### src/rtl/seg_pkg.sv
// Shared constants, engine state type and segment helpers for the 7-segment display controller.
package seg_pkg;

  localparam logic [6:0] SEG_BLANK = 7'h7F;
  localparam logic [6:0] SEG_DASH  = 7'h3F;

  typedef enum logic [1:0] {
    StIdle,
    StRun,
    StDone
  } bcd_state_e;

  // Active-low segment pattern, bit order g..a
  function automatic logic [6:0] hex2seg(input logic [3:0] nib);
    logic [6:0] seg;
    case (nib)
      4'h0:    seg = 7'h40;
      4'h1:    seg = 7'h79;
      4'h2:    seg = 7'h24;
      4'h3:    seg = 7'h30;
      4'h4:    seg = 7'h19;
      4'h5:    seg = 7'h12;
      4'h6:    seg = 7'h02;
      4'h7:    seg = 7'h78;
      4'h8:    seg = 7'h00;
      4'h9:    seg = 7'h10;
      4'hA:    seg = 7'h08;
      4'hB:    seg = 7'h03;
      4'hC:    seg = 7'h46;
      4'hD:    seg = 7'h21;
      4'hE:    seg = 7'h06;
      4'hF:    seg = 7'h0E;
      default: seg = SEG_BLANK;
    endcase
    return seg;
  endfunction

  function automatic int unsigned bcd_digits(input int unsigned w);
    return (3 * w + 9) / 10 + 1;
  endfunction

endpackage

### src/rtl/seg_disp_ctrl_if.sv
// Load/status bus between a datapath producer and the display controller.
interface seg_disp_ctrl_if #(
  parameter int unsigned DATA_W = 32
);
  logic [DATA_W-1:0] iDATA;
  logic              iLOAD;
  logic              iMODE;
  logic              oBUSY;
  logic              oOVF;

  modport master (output iDATA, output iLOAD, output iMODE, input oBUSY, input oOVF);
  modport slave  (input iDATA, input iLOAD, input iMODE, output oBUSY, output oOVF);
endinterface

### src/rtl/seg_bin2bcd.sv
// Sequential double-dabble converter: one add-3/shift iteration per cycle, then one done cycle.
module seg_bin2bcd
  import seg_pkg::*;
#(
  parameter int unsigned DATA_W  = 32,
  parameter int unsigned BCD_DIG = bcd_digits(DATA_W)
) (
  input  logic                 i_clk,
  input  logic                 i_rst_n,
  input  logic                 i_start,
  input  logic [DATA_W-1:0]    i_din,
  output logic                 o_busy,
  output logic                 o_done,
  output logic [4*BCD_DIG-1:0] o_bcd
);

  localparam int unsigned CNT_W = (DATA_W > 1) ? $clog2(DATA_W) : 1;

  bcd_state_e           r_state, w_state_nxt;
  logic [DATA_W-1:0]    r_bin, w_bin_nxt;
  logic [4*BCD_DIG-1:0] r_bcd, w_bcd_nxt, w_adj;
  logic [CNT_W-1:0]     r_cnt, w_cnt_nxt;

  always_ff @(posedge i_clk) begin
    if (!i_rst_n) begin
      r_state <= StIdle;
      r_bin   <= '0;
      r_bcd   <= '0;
      r_cnt   <= '0;
    end else begin
      r_state <= w_state_nxt;
      r_bin   <= w_bin_nxt;
      r_bcd   <= w_bcd_nxt;
      r_cnt   <= w_cnt_nxt;
    end
  end

  always_comb begin
    w_state_nxt = r_state;
    w_bin_nxt   = r_bin;
    w_bcd_nxt   = r_bcd;
    w_cnt_nxt   = r_cnt;
    w_adj       = r_bcd;
    for (int d = 0; d < int'(BCD_DIG); d++) begin
      if (r_bcd[4*d+:4] >= 4'd5) w_adj[4*d+:4] = r_bcd[4*d+:4] + 4'd3;
    end
    case (r_state)
      StIdle: begin
        if (i_start) begin
          w_bin_nxt   = i_din;
          w_bcd_nxt   = '0;
          w_cnt_nxt   = '0;
          w_state_nxt = StRun;
        end
      end
      StRun: begin
        w_bcd_nxt = {w_adj[4*BCD_DIG-2:0], r_bin[DATA_W-1]};
        w_bin_nxt = {r_bin[DATA_W-2:0], 1'b0};
        w_cnt_nxt = r_cnt + 1'b1;
        if (r_cnt == CNT_W'(DATA_W - 1)) w_state_nxt = StDone;
      end
      StDone:  w_state_nxt = StIdle;
      default: w_state_nxt = StIdle;
    endcase
  end

  assign o_busy = (r_state != StIdle);
  assign o_done = (r_state == StDone);
  assign o_bcd  = r_bcd;

endmodule

### src/rtl/seg_disp_ctrl.sv
// N-digit 7-segment controller: hex or decimal display with LZ blanking, blink and overflow dashes.
module seg_disp_ctrl
  import seg_pkg::*;
#(
  parameter int unsigned NUM_DIG   = 8,
  parameter int unsigned DATA_W    = 32,
  parameter int unsigned BLINK_DIV = 12500000
) (
  input  logic                   iCLK,
  input  logic                   iRST_N,
  seg_disp_ctrl_if.slave         bus,
  input  logic                   iBLANK_LZ,
  input  logic [NUM_DIG-1:0]     iBLINK_MASK,
  output logic [7*NUM_DIG-1:0]   oHEX
);

  localparam int unsigned BCD_DIG = bcd_digits(DATA_W);
  localparam int unsigned DIG_W   = 4 * NUM_DIG;
  localparam int unsigned BCD_W   = 4 * BCD_DIG;
  localparam int unsigned HEX_EXT = (DATA_W > DIG_W) ? DATA_W : DIG_W;
  localparam int unsigned BCD_EXT = (BCD_W > DIG_W) ? BCD_W : DIG_W;
  localparam int unsigned PRE_W   = $clog2(BLINK_DIV);

  logic [DIG_W-1:0]     r_dig;
  logic                 r_ovf;
  logic                 r_valid;
  logic [PRE_W-1:0]     r_presc;
  logic                 r_phase;
  logic [7*NUM_DIG-1:0] r_hex;

  logic                 w_busy, w_done, w_accept, w_start;
  logic [BCD_W-1:0]     w_bcd;
  logic [HEX_EXT-1:0]   w_hex_ext;
  logic [BCD_EXT-1:0]   w_bcd_ext;
  logic                 w_hex_ovf, w_bcd_ovf;
  logic [7*NUM_DIG-1:0] w_hex_nxt;
  logic                 w_zero_above;
  logic [6:0]           w_seg;

  assign w_accept  = bus.iLOAD && !w_busy;
  assign w_start   = w_accept && bus.iMODE;
  assign w_hex_ext = HEX_EXT'(bus.iDATA);
  assign w_bcd_ext = BCD_EXT'(w_bcd);
  // Bits above the displayable digits must all be zero or the value is unrepresentable
  assign w_hex_ovf = |(w_hex_ext >> DIG_W);
  assign w_bcd_ovf = |(w_bcd_ext >> DIG_W);

  seg_bin2bcd #(
    .DATA_W  (DATA_W),
    .BCD_DIG (BCD_DIG)
  ) u_bin2bcd (
    .i_clk   (iCLK),
    .i_rst_n (iRST_N),
    .i_start (w_start),
    .i_din   (bus.iDATA),
    .o_busy  (w_busy),
    .o_done  (w_done),
    .o_bcd   (w_bcd)
  );

  always_ff @(posedge iCLK) begin
    if (!iRST_N) begin
      r_dig   <= '0;
      r_ovf   <= 1'b0;
      r_valid <= 1'b0;
      r_presc <= '0;
      r_phase <= 1'b0;
      r_hex   <= '1;
    end else begin
      if (w_accept && !bus.iMODE) begin
        r_dig   <= w_hex_ext[DIG_W-1:0];
        r_ovf   <= w_hex_ovf;
        r_valid <= 1'b1;
      end else if (w_done) begin
        r_dig   <= w_bcd_ext[DIG_W-1:0];
        r_ovf   <= w_bcd_ovf;
        r_valid <= 1'b1;
      end
      if (r_presc == PRE_W'(BLINK_DIV - 1)) begin
        r_presc <= '0;
        r_phase <= ~r_phase;
      end else begin
        r_presc <= r_presc + 1'b1;
      end
      r_hex <= w_hex_nxt;
    end
  end

  // Walk from the top digit down so w_zero_above tracks "this digit and all above are zero"
  always_comb begin
    w_hex_nxt    = '1;
    w_zero_above = 1'b1;
    w_seg        = SEG_BLANK;
    for (int i = int'(NUM_DIG) - 1; i >= 0; i--) begin
      w_zero_above = w_zero_above && (r_dig[4*i+:4] == 4'd0);
      if (!r_valid) begin
        w_seg = SEG_BLANK;
      end else if (r_ovf) begin
        w_seg = SEG_DASH;
      end else if (iBLANK_LZ && (i != 0) && w_zero_above) begin
        w_seg = SEG_BLANK;
      end else begin
        w_seg = hex2seg(r_dig[4*i+:4]);
      end
      if (r_phase && iBLINK_MASK[i]) w_seg = SEG_BLANK;
      w_hex_nxt[7*i+:7] = w_seg;
    end
  end

  assign oHEX      = r_hex;
  assign bus.oBUSY = w_busy;
  assign bus.oOVF  = r_ovf;

endmodule

### src/flat_wrapper.sv
// flat-port wrapper written by rule: the top's interface ports become plain ports
module seg_disp_ctrl_flat import seg_pkg::*;
#(
  parameter int unsigned NUM_DIG   = 8,
  parameter int unsigned DATA_W    = 32,
  parameter int unsigned BLINK_DIV = 12500000
)
  (iCLK, iRST_N, iBLANK_LZ, iBLINK_MASK, oHEX, bus_iDATA, bus_iLOAD, bus_iMODE, bus_oBUSY, bus_oOVF);
  seg_disp_ctrl_if #(.DATA_W(DATA_W)) bus_i ();
  input  logic iCLK;
  input  logic iRST_N;
  input  logic iBLANK_LZ;
  input  logic [NUM_DIG-1:0] iBLINK_MASK;
  output logic [7*NUM_DIG-1:0] oHEX;
  input wire logic [$bits(bus_i.iDATA)-1:0] bus_iDATA;
  input wire logic [$bits(bus_i.iLOAD)-1:0] bus_iLOAD;
  input wire logic [$bits(bus_i.iMODE)-1:0] bus_iMODE;
  output wire logic [$bits(bus_i.oBUSY)-1:0] bus_oBUSY;
  output wire logic [$bits(bus_i.oOVF)-1:0] bus_oOVF;
  assign bus_i.iDATA = bus_iDATA;
  assign bus_i.iLOAD = bus_iLOAD;
  assign bus_i.iMODE = bus_iMODE;
  assign bus_oBUSY = bus_i.oBUSY;
  assign bus_oOVF = bus_i.oOVF;
  seg_disp_ctrl #(.NUM_DIG(NUM_DIG), .DATA_W(DATA_W), .BLINK_DIV(BLINK_DIV)) u_core (.iCLK(iCLK), .iRST_N(iRST_N), .bus(bus_i), .iBLANK_LZ(iBLANK_LZ), .iBLINK_MASK(iBLINK_MASK), .oHEX(oHEX));
endmodule
### config.mk
export PLATFORM = sky130hd
export DESIGN_NAME = seg_disp_ctrl_flat
export DESIGN_NICKNAME = d
export VERILOG_FILES = /design/src/rtl/seg_pkg.sv /design/src/rtl/seg_disp_ctrl_if.sv /design/src/rtl/seg_bin2bcd.sv /design/src/rtl/seg_disp_ctrl.sv /design/src/flat_wrapper.sv
export SDC_FILE = /design/constraint.sdc
export NUM_CORES = 1
export LEC_CHECK = 0
export BUFFER_PORTS_ARGS = -buffer_cell sky130_fd_sc_hd__buf_4
export CAP_MARGIN = 20
export CORE_UTILIZATION = 50
export CTS_BUF_LIST = sky130_fd_sc_hd__clkbuf_16
export CTS_CLUSTER_SIZE = 40
export DETAILED_ROUTE_END_ITERATION = 12
export PLACE_DENSITY_LB_ADDON = 0.3
export REMOVE_ABC_BUFFERS = 1
export SLEW_MARGIN = 20
export SYNTH_ARGS = -nofsm -noshare
export SYNTH_HDL_FRONTEND = slang
export SYNTH_SLANG_ARGS = --single-unit
### constraint.sdc
create_clock -name iCLK -period 6.2 [get_ports iCLK]
set_input_delay 1.24 -clock iCLK [delete_from_list [all_inputs] [get_ports iCLK]]
set_output_delay 1.24 -clock iCLK [all_outputs]
set_load 0.02 [all_outputs]
==> results.md <==
- CTS placed an instance of clkbuf_16 at the clock tree root.
- Clock tree synthesis found a total of approximately 250 sinks.
- Of all nets on the critical path, the largest fanout is 30.
- The routed wire length is just under 30000 um.
- The signal on the critical path passes through buf_4 > or4b_1 > o21ai_0 > a31oi_1 > inv_1 > ha_1 > o32a_1 > o211a_1.
- The area share of the largest cell type after synthesis is 42.5%.
- The worst pin sits at a relative slew slack of 26.4%.
- Compared with the post-synthesis result, the final layout area differs by 16.1%.
- The aggregate global routing overflow is 0.
- The post-route total power is 3.87 mW.
- The launch instance of the worst register-to-register path is u_core.u_bin2bcd.r_state[1].
- Max-cap violations in this run came to 0.
- The run finished with clean final reports.
- Summed over all failing endpoints, the final setup total negative slack is 0 ps.
- The count of buffers added on input and output ports is between 100 and 150.
- The number of cells on the worst hold path is 1.
- The met1 demand-to-capacity share in global routing is 30.8%.
- The number of standard cells in the layout, taps in and fillers out is ~1700.
- The critical path data arrival time is 3980 ps.
- The final count of pins violating max slew came to 0.
- The half-perimeter wire length of the detailed placement result is roughly 20000 um.
- The final setup violation count is 0.
- At the pin with the least slew margin, the transition time is about 1100 ps.
- The cell taking the most area after synthesis is dfxtp_1.
- The number of global-route vias before repair is 9431.
- The clock reaches the later pin of the worst-skew pair after roughly 540 ps.
- Setup repair after global routing left no endpoint under its margin.
- After the first detailed-routing iteration, the DRC count stood at 722.
- In this run the cell area of the synthesized design comes to around 12000 um2.
- In this run the remaining antenna-violating nets after routing total 0.
- The worst setup path is launched from an input pin.
- Gates resized during post-CTS repair numbered 0.
- The post-route DRC violation count is 0.
- The final hold violation count came to 0.
- The analysis attributes to cell leakage a power of about 5.6 nW.
- For this run, the slowest stage of the critical path takes 900 ps.
- The number of ports placed on the die boundary is around 100.
- The netlist uses between 60 and 70 different library cells.
- The die covers approximately 25000 um2.
- Sorting the synthesized cells by area gives the leading types as dfxtp_1 (43%), ha_1 (7.9%), nand2_1 (3.9%), nor2_1 (3.7%), a21oi_1 (3.1%).
- In the global route stage, met3 resource usage came out at 3.63%.
- The count of flip-flops with a built-in enable after synthesis is 0.
- In this run the worst setup path begins at bus_iLOAD.
- In this run the most used layer during global routing was met2.
- Fill cells in the final layout number between 2000 and 2500.
- The post-synthesis share of cell area spent on full adders, half adders and majority gates is just under 8%.
- The critical path in this run is classified as input pin to register.
- The sequential cell area is between 5000 and 6000 um2.
- The sequential cell area fraction in the yosys report is ~43%.
- During synthesis, Yosys emitted a total of 0 warnings.
- The repair_antennas step left the layout with diodes totalling 0.
- The multi-input logic area is between 6000 and 7000 um2.
- The post-CTS setup buffer count is 0.
- At the placement stage, the worst setup path has a slack of around 2200 ps.
- The floorplan step defined a core boundary enclosing between 20000 and 25000 um2.
- TritonCTS built the clock tree.
- The final layout contains 1512 nets.
- The final core area utilization is 59.2%.
- In this run the number of H-tree levels came out at 1.
- The number of cells on the worst reg-to-reg path is 7.
- The maximum number of pins on one net before global-route repair is 80.
- The vertical extent of the die is 157 um.
- The fraction of met2 tracks used by global routing is 40.9%.
- By count the netlist is led by dfxtp_1 (254), nand2_1 (125), nor2_1 (119), ha_1 (76), a21oi_1 (73).
- After layout, the minimum clock period comes to between 3000 and 4000 ps.
- Routability-driven placement finished with a final weighted congestion of about 0.9.
- After floorplanning, the core was divided into between 50 and 60 placement rows.
- Dividing the detail-routed via count by the number of cells gives about 5.7.
- The slowest stage of the critical path belongs to the cell or4b_1.
- The maximum clock rate is ~0.28 GHz.
- The path class of the lowest-slack min-delay path is register to register.
- The total power density per cell area is 279 nW/um2.
- The register clock-pin slew on the reported worst setup and hold paths is approximately 60 ps.
- After detailed routing, the average wire length per cell comes to 16.9 um.
- The number of antenna violations at the first check in global routing is 0.
- Cells with a size suffix above 1 make up 16.2% of the layout.
- The largest vdd supply drop is 0.207 mV.
- STA classifies the critical path endpoint as a register.
- Dividing the synthesized area by the synthesized cell count gives between 9 and 10 um2.
- For this run, the detailed router's first-pass iteration total came to 5.
- The first global-routing pass estimated 47100 um of wire.
- The number of vias after detailed routing is 9891.
- The synthesized-area fraction occupied by and/or/nand/nor cells is between 10% and 20%.
- In this run, post-CTS hold repair placed 0 buffers.
- The longest clock path from root to sink contains 3 buffers.
- The x dimension of the die is between 150 and 200 um.
- At the worst endpoint, the required time is about 6600 ps.
- The total instance count after detailed placement is about 1700.
- The worst path setup slack after routing is 2650 ps.
- Clock tree synthesis inserted a total of 28 buffers.
- Yosys instantiated no cell more often than dfxtp_1.
- The worst path uses 57.3% of the clock period.
- In this run, synthesis produced a sequential element count of about 250.
- The primary flip-flop cell chosen by synthesis mapping is dfxtp_1.
- The global routing usage summed across all routing layers is a little under a quarter.
- The xor/xnor share of the synthesized area is 3.44%.
- By area, the combinational part of the netlist is dominated by compound AO/OA/AOI/OAI gates.
- The setup clock skew after layout is ~11 ps.
- The effective utilization at floorplan is between 50% and 60%.
- Multiplexer cells account for around 3.7% of the synthesized area.
- For this run, asynchronously set or reset flops after synthesis account for 0%.
- Summing the areas of all compound-gate instances in the mapped netlist gives about a fifth of the synthesized area.
- Across all register-to-register paths, the minimum setup slack is ~2900 ps.
- The count of mapped cells out of synthesis is roughly 1300.
-- how the worst min path moves through the flow --
stage / from / to / slack, ps
2_1_floorplan: register / u_core.oHEX[10] / 390
3_3_place_gp: register / u_core.oHEX[19] / 390
3_5_place_dp: register / u_core.oHEX[15] / 390
4_1_cts: register / u_core.oHEX[15] / 400
5_1_grt: register / u_core.oHEX[37] / 420
6_report: register / u_core.oHEX[11] / 410
-- cell families after synthesis --
| family | after synthesis |
|---|---|
| mux | 43 |
| xor+xnor | 47 |
| buf+inv | 135 |
| flops | 254 |
| simple gates | 441 |
| fa+ha+maj | 76 |
| compound gates | 320 |
-- worst max-delay path: cells and delay by family --
kind,cells,cell delay (ps)
AO/OA/AOI/OAI,4,1230
AND/OR/NAND/NOR,1,900
buffers and inverters,2,340
adder cells (fa/ha/maj),1,250
-- stage by stage --
step,hold WS (ps),instance area [um2]
3_3_place_gp,389,12900
3_5_place_dp,392,12900
6_report,406,13900
4_1_cts,405,13900
5_1_grt,422,13900
2_1_floorplan,386,11700
-- cell usage in the layout (no fill, tap or decap), types with 14 or more instances in the layout --
master	Yosys	layout
a31oi_1	14	14
mux2i_1	32	32
nand2_1	125	125
buf_4	1	113
a311oi_1	31	31
o21ai_0	44	44
clkbuf_16	0	29
xor2_1	24	24
nand2b_1	39	38
nor3_1	32	32
nor2_1	119	118
a21oi_1	73	73
ha_1	76	76
dfxtp_1	254	254
xnor2_1	23	23
nand3_1	36	36
a221oi_1	15	15
or2_2	27	27
a2bb2oi_1	22	22
inv_1	63	66
a22oi_1	35	35
-- routing by layer --
metal  wire length [um]  share of wire (%)  up-vias
met3               1830                6.2       61
met4                859                2.9        0
met1              12800                 44     4692
li1                   -                  -     4825
met2              13800                 47      313
met5                  0                  0        -
-- power breakdown --
group / total, mW / leakage, nW / switching, mW / internal (mW)
combinational: 0.452 / 3.02 / 0.275 / 0.177
clock: 1.66 / 0.461 / 0.685 / 0.977
sequential: 1.76 / 2.08 / 0.0350 / 1.72
total: 3.87 / 5.56 / 0.995 / 2.87
-- layout make-up --
class	count	area share, %
Inverter	66	1.78
Multi-Input combinational cell	927	45.8
Tap cell	319	2.87
Timing Repair Buffer	114	6.15
Sequential cell	254	36.6
Clock inverter	23	1.51
Clock buffer	29	5.23
Note: power is estimated with default switching activity, not from simulation.
